[config.mk]
export PLATFORM = sky130hd
export DESIGN_NAME = step_ctrl
export DESIGN_NICKNAME = d
export VERILOG_FILES = /design/src/rtl/step_ctrl.sv
export SDC_FILE = /design/constraint.sdc
export NUM_CORES = 1
export LEC_CHECK = 0
export CAP_MARGIN = 30
export CELL_PAD_IN_SITES_DETAIL_PLACEMENT = 0
export CELL_PAD_IN_SITES_GLOBAL_PLACEMENT = 1
export CORE_MARGIN = 3
export CORE_UTILIZATION = 41
export DETAILED_ROUTE_END_ITERATION = 8
export PLACE_DENSITY = 0.79
export SETUP_SLACK_MARGIN = 0.02
export SLEW_MARGIN = 0
export SYNTH_ARGS = -nofsm -noshare
export SYNTH_HDL_FRONTEND = slang
export SYNTH_SLANG_ARGS = --single-unit
[constraint.sdc]
create_clock -name clk -period 6.4 [get_ports clk]
set_input_delay 1.28 -clock clk [delete_from_list [all_inputs] [get_ports clk]]
set_output_delay 1.28 -clock clk [all_outputs]
set_load 0.01 [all_outputs]
[src/rtl/step_ctrl.sv]
// Clock-enable generator for the processor core: debounced push-button bursts in step mode,
// fixed-rate enables in run mode, with halt and a free-running count of issued enables.
module step_ctrl #(
    parameter int unsigned DEBOUNCE_CYCLES = 16,
    parameter int unsigned RUN_DIV         = 4,
    parameter int unsigned BURST_W         = 8
) (
    input  logic               clk,
    input  logic               rst,
    input  logic               step_btn,
    input  logic               clk_select,
    input  logic [BURST_W-1:0] burst_len,
    input  logic               halt,
    output logic               cpu_en,
    output logic               busy,
    output logic [15:0]        step_count
);

    localparam int unsigned CntW = (DEBOUNCE_CYCLES > 1) ? $clog2(DEBOUNCE_CYCLES) : 1;
    localparam int unsigned DivW = (RUN_DIV > 1) ? $clog2(RUN_DIV) : 1;
    localparam logic [CntW-1:0] DebLast = CntW'(DEBOUNCE_CYCLES - 1);
    localparam logic [DivW-1:0] DivLast = DivW'(RUN_DIV - 1);

    typedef enum logic [1:0] {
        StIdle,
        StPress,
        StBurst,
        StRelease
    } state_e;

    state_e             state_q;
    logic               sync1_q;
    logic               s_q;
    logic               sel_q;
    logic               armed_q;
    logic [1:0]         warm_q;
    logic [CntW-1:0]    deb_q;
    logic [BURST_W-1:0] burst_q;
    logic [DivW-1:0]    div_q;
    logic               cpu_en_q;
    logic               busy_q;
    logic [15:0]        count_q;

    logic               mode_chg;
    logic [BURST_W-1:0] burst_load;

    assign mode_chg   = (clk_select != sel_q);
    assign burst_load = (burst_len == '0) ? BURST_W'(1) : burst_len;

    always_ff @(posedge clk) begin
        if (rst) begin
            state_q  <= StIdle;
            sync1_q  <= 1'b0;
            s_q      <= 1'b0;
            sel_q    <= 1'b0;
            armed_q  <= 1'b0;
            warm_q   <= 2'd0;
            deb_q    <= '0;
            burst_q  <= '0;
            div_q    <= '0;
            cpu_en_q <= 1'b0;
            busy_q   <= 1'b0;
            count_q  <= 16'd0;
        end else begin
            sync1_q <= step_btn;
            s_q     <= sync1_q;
            sel_q   <= clk_select;
            if (cpu_en_q) begin
                count_q <= count_q + 16'd1;
            end
            // A button still held through reset must be seen released before it can step again;
            // the synchronizer output is only trusted once it has refilled after reset.
            if (warm_q != 2'd2) begin
                warm_q <= warm_q + 2'd1;
            end else if (!s_q) begin
                armed_q <= 1'b1;
            end

            cpu_en_q <= 1'b0;
            busy_q   <= 1'b0;

            if (mode_chg) begin
                state_q <= StIdle;
                div_q   <= '0;
                deb_q   <= '0;
            end else if (clk_select) begin
                state_q  <= StIdle;
                div_q    <= (div_q == DivLast) ? '0 : div_q + 1'b1;
                cpu_en_q <= (div_q == DivLast) && !halt;
            end else begin
                unique case (state_q)
                    StIdle: begin
                        if (s_q && armed_q) begin
                            state_q <= StPress;
                            deb_q   <= '0;
                        end
                    end
                    StPress: begin
                        if (!s_q) begin
                            state_q <= StIdle;
                        end else if (deb_q == DebLast) begin
                            burst_q <= burst_load;
                            deb_q   <= '0;
                            if (halt) begin
                                state_q <= StRelease;
                            end else begin
                                state_q  <= StBurst;
                                cpu_en_q <= 1'b1;
                                busy_q   <= 1'b1;
                            end
                        end else begin
                            deb_q <= deb_q + 1'b1;
                        end
                    end
                    StBurst: begin
                        if (halt || burst_q == BURST_W'(1)) begin
                            state_q <= StRelease;
                            deb_q   <= '0;
                        end else begin
                            burst_q  <= burst_q - 1'b1;
                            cpu_en_q <= 1'b1;
                            busy_q   <= 1'b1;
                        end
                    end
                    StRelease: begin
                        if (s_q) begin
                            deb_q <= '0;
                        end else if (deb_q == DebLast) begin
                            state_q <= StIdle;
                        end else begin
                            deb_q <= deb_q + 1'b1;
                        end
                    end
                    default: state_q <= StIdle;
                endcase
            end
        end
    end

    assign cpu_en     = cpu_en_q;
    assign busy       = busy_q;
    assign step_count = count_q;

endmodule

==> results.md, run 1 <==
* Setup TNS at 0 ns
* WP data required at 6.60 ns
* First-pass GRT wire length at 8760 um
* CTS tree: yes
* Largest net degree at the start of global routing at 36
* Placed cell area at around 2500 sq um
* Peak supply drop at 0.119 mV
* Core area at ~4900 sq um
* Worst-path clk slew at 0.09 ns
* Via density at 5.56
* Final worst setup slack at between 3 and 4 ns
* Worst slew pin tran at 0.857 ns
* FFs w/ async S/R, synth at 0%
* Fmax at 0.304 GHz
* Area added between synthesis and finish at 21.3%
* 1st-pass router iterations at 4
* R2R Path End: deb_q[2]$_SDFFE_PP0P_
* # nets final at between 300 and 400
* H-Tree Depth at 2
* Setup slack, reg-to-reg at 3.73 ns
* Die area at 6250 sq um
* Hold buffer count at CTS at 0
* Unrepaired setup endpoints after global routing: no
* CTS buffer count at 5
* Vias in the first global route at about 1800
* Terminating pin of the worst hold path: s_q$_SDFF_PP0_
* Die width at 79.0 um
* Antenna Cells at 0
* Fraction of layout cells with a size suffix above 1 at between 5 and 6%
* Setup Skew at 0.00539 ns
* Crit Path Max Fanout at 12
* Syn nets at 276
* Psw at 0.000132 W
* Die span in y at approximately 79 um
* Slew Limit Fails at 0
* Endpoints failing hold at 0
* Seq pwr share at 49.9%
* Distinct cell type count after synthesis at 59
* Setup repair bufs after CTS at 0
* Status: finished, final reports clean
* Setup Slack @ Placement at approximately 2.8 ns
* Worst-Skew Late Latency at 0.30 ns
* Initial Util at ~44%
* Clock share of power at approximately two fifths
* Most common cell after layout, fill and taps aside: dfxtp_1
* Initial DRC Count at 50
* Final Cell Area at 2650 sq um
* Hold Crit Class: register to register
* Cts repair resizes at 0
* Max_cap viols at 0
* Worst hold slack at 0.464 ns
* #FFs+latches synth at 40
* Overall power at 0.000530 W
* Worst hold start: sync1_q$_SDFF_PP0_
* GRT Total Usage at between 10% and 20%
* Fillers at around 500
* Post-synth EDFFs at 0
* Grt ovf at 0
* Initial antenna violation count at 0
* Final setup viols at 0
* Antenna Nets Post-Route at 0
* Root Buffer: clkbuf_8
* Hold path depth at 1
* Final WL at 5090 um
* R2r startpoint: state_q[0]$_SDFFE_PP0P_
* Std-Cell Rows at 25
* Crit share post-route at 51.4%
* I/O Buffers at 30
* Synth Instances at 252
* Gate power share at slightly above 9%
* CP Class: input pin to register
* Detailed Place HPWL at 3510 um
* Post-route minimum period at 3.29 ns
* Crit. End Element: register
* Io pins at 31
* Post-synthesis cell area at ~2200 sq um
* Main synth FF type: dfxtp_1
* PD cells at 200 nW/um^2
* Clock Sinks at 40
* Internal power at 0.000399 W
* Worst EP arrival at 3.49 ns
* CP Launch Type: input pin
* Leakage at 0.919 nW
* Via count at 1930
* Slew Limit Headroom at 42.3%
* Reg2Reg Depth at 6
* DRC viols at 0
* WL per Instance at roughly 15 um
* Commonest cells after routing, fill and taps aside: dfxtp_1 (40), clkdlybuf4s50_1 (30), nor2_1 (29)
* CTS Buffer Depth at 2
* Synth Area per Inst at 8.68 sq um
* Sw Ratio at 24.9%
* Yosys warnings at 0
* Gpl congestion at 0.794
* Sequential fraction of the synthesis area at a little over a third
cells by family after synthesis:
logic type | after synthesis | synth area share (%)
AOI/OAI and AO/OA | 52 | 18.9
muxes | 5 | 2.29
and+or+nand+nor | 111 | 27.3
xor gates and xnor gates | 13 | 5.21
DFF | 40 | 36.6
buffers and inverters | 20 | 3.43
adders and majority gates | 11 | 6.29
metrics by stage:
stage	instances	util, %
after floorplan	252	-
after global placement	339	51.3
after detailed placement	339	51.3
after CTS	347	53.7
after global routing	347	53.7
final	347	53.7
how the worst max path moves through the flow:
| stage | startpoint | endpoint | slack, ns | depth (start not counted) |
|---|---|---|---|---|
| 2_1_floorplan | clk_select | burst_q[6]$_SDFFE_PP0P_ | 3.62 | 4 |
| 3_5_place_dp | clk_select | burst_q[6]$_SDFFE_PP0P_ | 2.81 | 5 |
| 5_1_grt | clk_select | burst_q[6]$_SDFFE_PP0P_ | 3.05 | 5 |
| 3_3_place_gp | clk_select | burst_q[6]$_SDFFE_PP0P_ | 2.82 | 5 |
| 6_report | clk_select | burst_q[6]$_SDFFE_PP0P_ | 3.11 | 5 |
| 4_1_cts | clk_select | burst_q[6]$_SDFFE_PP0P_ | 3.12 | 5 |
cell usage after synthesis, drive strengths merged, types with 3 or more instances:
library cell,number,share of area (%)
dfxtp,40,37
nor2,29,5.0
nand2,17,2.9
nand3,14,3.2
xor2,12,4.8
a21oi,11,2.5
ha,11,6.3
nand4,9,2.6
clkbuf,8,1.4
inv,8,1.4
nor2b,6,1.7
nor4,6,2.0
o21ai,6,1.4
and4,5,2.0
mux2i,5,2.3
or3,5,1.4
nor3,4,0.92
a2111oi,3,2.1
a32o,3,1.4
and2,3,0.86
buf,3,0.51
o2bb2ai,3,1.2
worst max-delay path: stages:
cell and delay [ns]:
clkdlybuf4s50_1 0.62, or3b_4 0.52, a2111o_1 0.51, o311a_1 0.38, a31o_1 0.18
cell type report:
cell class | instances | area (sq um) | share of cell area (%)
tap | 67 | 83.8 | 3.16
timing repair buffer | 31 | 308 | 11.6
clock inverter | 3 | 46.3 | 1.75
multi-input combinational | 192 | 1310 | 49.4
inverter | 9 | 33.8 | 1.27
sequential | 40 | 801 | 30.2
clock buffer | 5 | 68.8 | 2.59
power groups by stage:
stage / combinational, W / sequential (W) / clock [W]
finish: 0.0000487 / 0.000265 / 0.000217
detailed placement: 0.0000489 / 0.000271 / 0
CTS: 0.0000493 / 0.000265 / 0.000221
global route: 0.0000577 / 0.000267 / 0.000230
global placement: 0.0000481 / 0.000271 / 0
floorplan: 0.0000340 / 0.000269 / 0
per-layer routing:
metal | part of all wire, % | global-route usage, % | vias up
met4 | 2.0 | 6.87 | 0
met1 | 51 | 24.2 | 907
met2 | 44 | 26.3 | 33
met3 | 3.0 | 3.40 | 9
met5 | 0 | 0 | -
li1 | - | - | 981
state kept, by name (all words and copies together), names as in the netlist, named ones only:
signal and cells:
armed_q 1, state_q 1, sel_q 1, step_count 16, s_q 1, deb_q 4, burst_q 8, cpu_en 1
sync1_q 1, div_q 2, busy 1, warm_q 2
No activity file was read; power rests on OpenSTA's default activity.
==> run 2: changes to the inputs <==
==> constraint.sdc (replaced) <==
create_clock -name clk -period 3.3 [get_ports clk]
set_input_delay 0.66 -clock clk [delete_from_list [all_inputs] [get_ports clk]]
set_output_delay 0.66 -clock clk [all_outputs]
set_load 0.01 [all_outputs]
==> results.md, run 2 (synthesis gave the netlist of run 1 again) <==
* WP data required at 3.48 ns (was 6.60 ns)
* Fmax at 0.399 GHz
* # nets final at 306 (was 303)
* Largest net degree at the start of global routing at 21 (was 36)
* Commonest cells after routing, fill and taps aside: dfxtp_1 (40), clkdlybuf4s50_1 (30), nor2_1 (29) (unchanged)
* Area added between synthesis and finish at 20.9% (was 21.3%)
* Critical Path, Cell by Cell: inv_1, ha_1, clkinv_1, buf_4, a311oi_2, nor4b_1, o41a_1 (was clkdlybuf4s50_1, or3b_4, a2111o_1, o311a_1, a31o_1)
* CTS Buffer Depth at 2 (unchanged)
* Post-route minimum period at about 2.5 ns
* CTS buffer count at 5 (unchanged)
* Grt ovf at 0 (unchanged)
* Top cell family by delay on the critical path: compound AO/OA/AOI/OAI gates (unchanged)
* Die width at 79.0 um (unchanged)
* CP Launch Type: register (was input pin)
* Most common cell after layout, fill and taps aside: dfxtp_1 (unchanged)
* Setup slack, reg-to-reg at 0.80 ns (was 3.73 ns)
* Endpoints failing hold at 0 (unchanged)
* Detailed Place HPWL at 3650 um (was 3510 um)
* Io pins at 31 (unchanged)
* Die area at 6250 sq um (unchanged)
* Hold Crit Class: register to register (unchanged)
* Crit. End Element: register (unchanged)
* I/O Buffers at 30 (unchanged)
* Vias in the first global route at 1848 (was 1779)
* Fillers at 506 (was 502)
* Buffer and inverter count on the worst path at 3 (was 1)
* CP Class: register to register (was input pin to register)
* Core area at 4940 sq um (unchanged)
* 1st-pass router iterations at 4 (unchanged)
* Hold buffer count at CTS at 0 (unchanged)
* Worst hold slack at 0.453 ns (was 0.464 ns)
* Std-Cell Rows at 25 (unchanged)
* Crit Path Max Fanout at 16 (was 12)
* Setup repair bufs after CTS at 0 (unchanged)
* Die span in y at 79.0 um (unchanged)
* Gr busiest metal: met2 (unchanged)
* Gpl congestion at 0.844 (was 0.794)
* Max_cap viols at 0 (unchanged)
* Peak supply drop at 0.160 mV (was 0.119 mV)
* Worst slew pin tran at 0.805 ns (was 0.857 ns)
* GRT met1 Usage at 24.3% (was 24.2%)
* Clock Sinks at 40 (unchanged)
* Via count at 1943 (was 1930)
* Critical-path top delay cell: a311oi_2 (was clkdlybuf4s50_1)
* Max reg flops at 16 (unchanged)
* PD cells at 352 nW/um^2 (was 200 nW/um^2)
* Worst-path clk slew at 0.08 ns (was 0.09 ns)
* Setup TNS at 0 ns (unchanged)
* Fraction of layout cells with a size suffix above 1 at 6.01% (was 5.71%)
* First-pass GRT wire length at 8810 um (was 8760 um)
* Leakage at 0.920 nW (was 0.919 nW)
* Final WL at 5010 um (was 5090 um)
* CTS tree: yes (unchanged)
* Setup Skew at 0.00266 ns (was 0.00539 ns)
* Critical Path Max Stage Delay at 0.57 ns (was 0.62 ns)
* GRT Total Usage at 17.4% (was 17.3%)
* DRC viols at 0 (unchanged)
* Initial antenna violation count at 0 (unchanged)
* Area of the multi-input gates at 1310 sq um (unchanged)
* Crit share post-route at 75.9%
* Status: finished, final reports clean (unchanged)
* Register area at 801 sq um (unchanged)
* Final setup viols at 0 (unchanged)
* Initial Util at 44.3% (unchanged)
* Antenna Cells at 0 (unchanged)
* GR Util met2 at 26.9% (was 26.3%)
* H-Tree Depth at 2 (unchanged)
* Initial DRC Count at 69 (was 50)
* Worst-Skew Late Latency at 0.29 ns (was 0.30 ns)
* Slew Limit Fails at 0 (unchanged)
* Unrepaired setup endpoints after global routing: no (unchanged)
* WL per Instance at 14.3 um (was 14.7 um)
* Cts repair resizes at 0 (unchanged)
* Antenna Nets Post-Route at 0 (unchanged)
* Slew Limit Headroom at 45.8% (was 42.3%)
* Worst EP arrival at 2.69 ns (was 3.49 ns)
* Via density at 5.55 (was 5.56)
* Root Buffer: clkbuf_8 (unchanged)
* M3 GR Usage at 3.85% (was 3.40%)
run 2: metal layers:
| layer | vias up | wire [um] |
|---|---|---|
| met5 | - | 0 |
| met4 | 0 | 54 |
| met3 | 6 | 160 |
| met2 | 24 | 2240 |
| met1 | 918 | 2560 |
| li1 | 995 | - |
run 2: path summary, 6_finish.rpt:
path / cells past startpoint / end / start
setup / recovery: 7 / deb_q[2]$_SDFFE_PP0P_ / state_q[0]$_SDFFE_PP0P_
hold / removal: 1 / s_q$_SDFF_PP0_ / sync1_q$_SDFF_PP0_
setup reg to reg: 7 / deb_q[2]$_SDFFE_PP0P_ / state_q[0]$_SDFFE_PP0P_
hold reg to reg: 1 / s_q$_SDFF_PP0_ / sync1_q$_SDFF_PP0_
run 2: through the flow:
stage / utilization, % / cells / area, sq um / total power, W / setup WS, ns
finish: 53.5 / 350 / 2650 / 0.000930 / 0.796
global route: 53.5 / 350 / 2650 / 0.000980 / 0.628
CTS: 53.5 / 350 / 2650 / 0.000946 / 0.802
detailed placement: 51.8 / 342 / 2560 / 0.000620 / 0.583
global placement: 51.8 / 342 / 2560 / 0.000619 / 0.592
floorplan: - / 252 / 2190 / 0.000587 / 1.10
run 2: worst reg2reg max path, delay by kind of cell, from the launching register on:
| kind | cells | cell delay, ns |
|---|---|---|
| compound gates | 2 | 0.90 |
| fa+ha+maj | 1 | 0.54 |
| buf+inv | 3 | 0.47 |
| flops | 1 | 0.35 |
| simple gates | 1 | 0.14 |
run 2: cell type report:
cell class | instances | area share (%)
Tap cell | 67 | 3.17
Clock inverter | 1 | 0.331
Multi-Input combinational cell | 192 | 49.6
Timing Repair Buffer | 34 | 12.5
Inverter | 9 | 1.28
Sequential cell | 40 | 30.3
Clock buffer | 7 | 2.89
run 2: power breakdown:
part           internal (W)  switching, W  leakage [nW]
combinational     0.0000458     0.0000498         0.554
sequential         0.000501     0.0000129         0.324
clock              0.000151      0.000169        0.0424
total              0.000698      0.000232         0.920
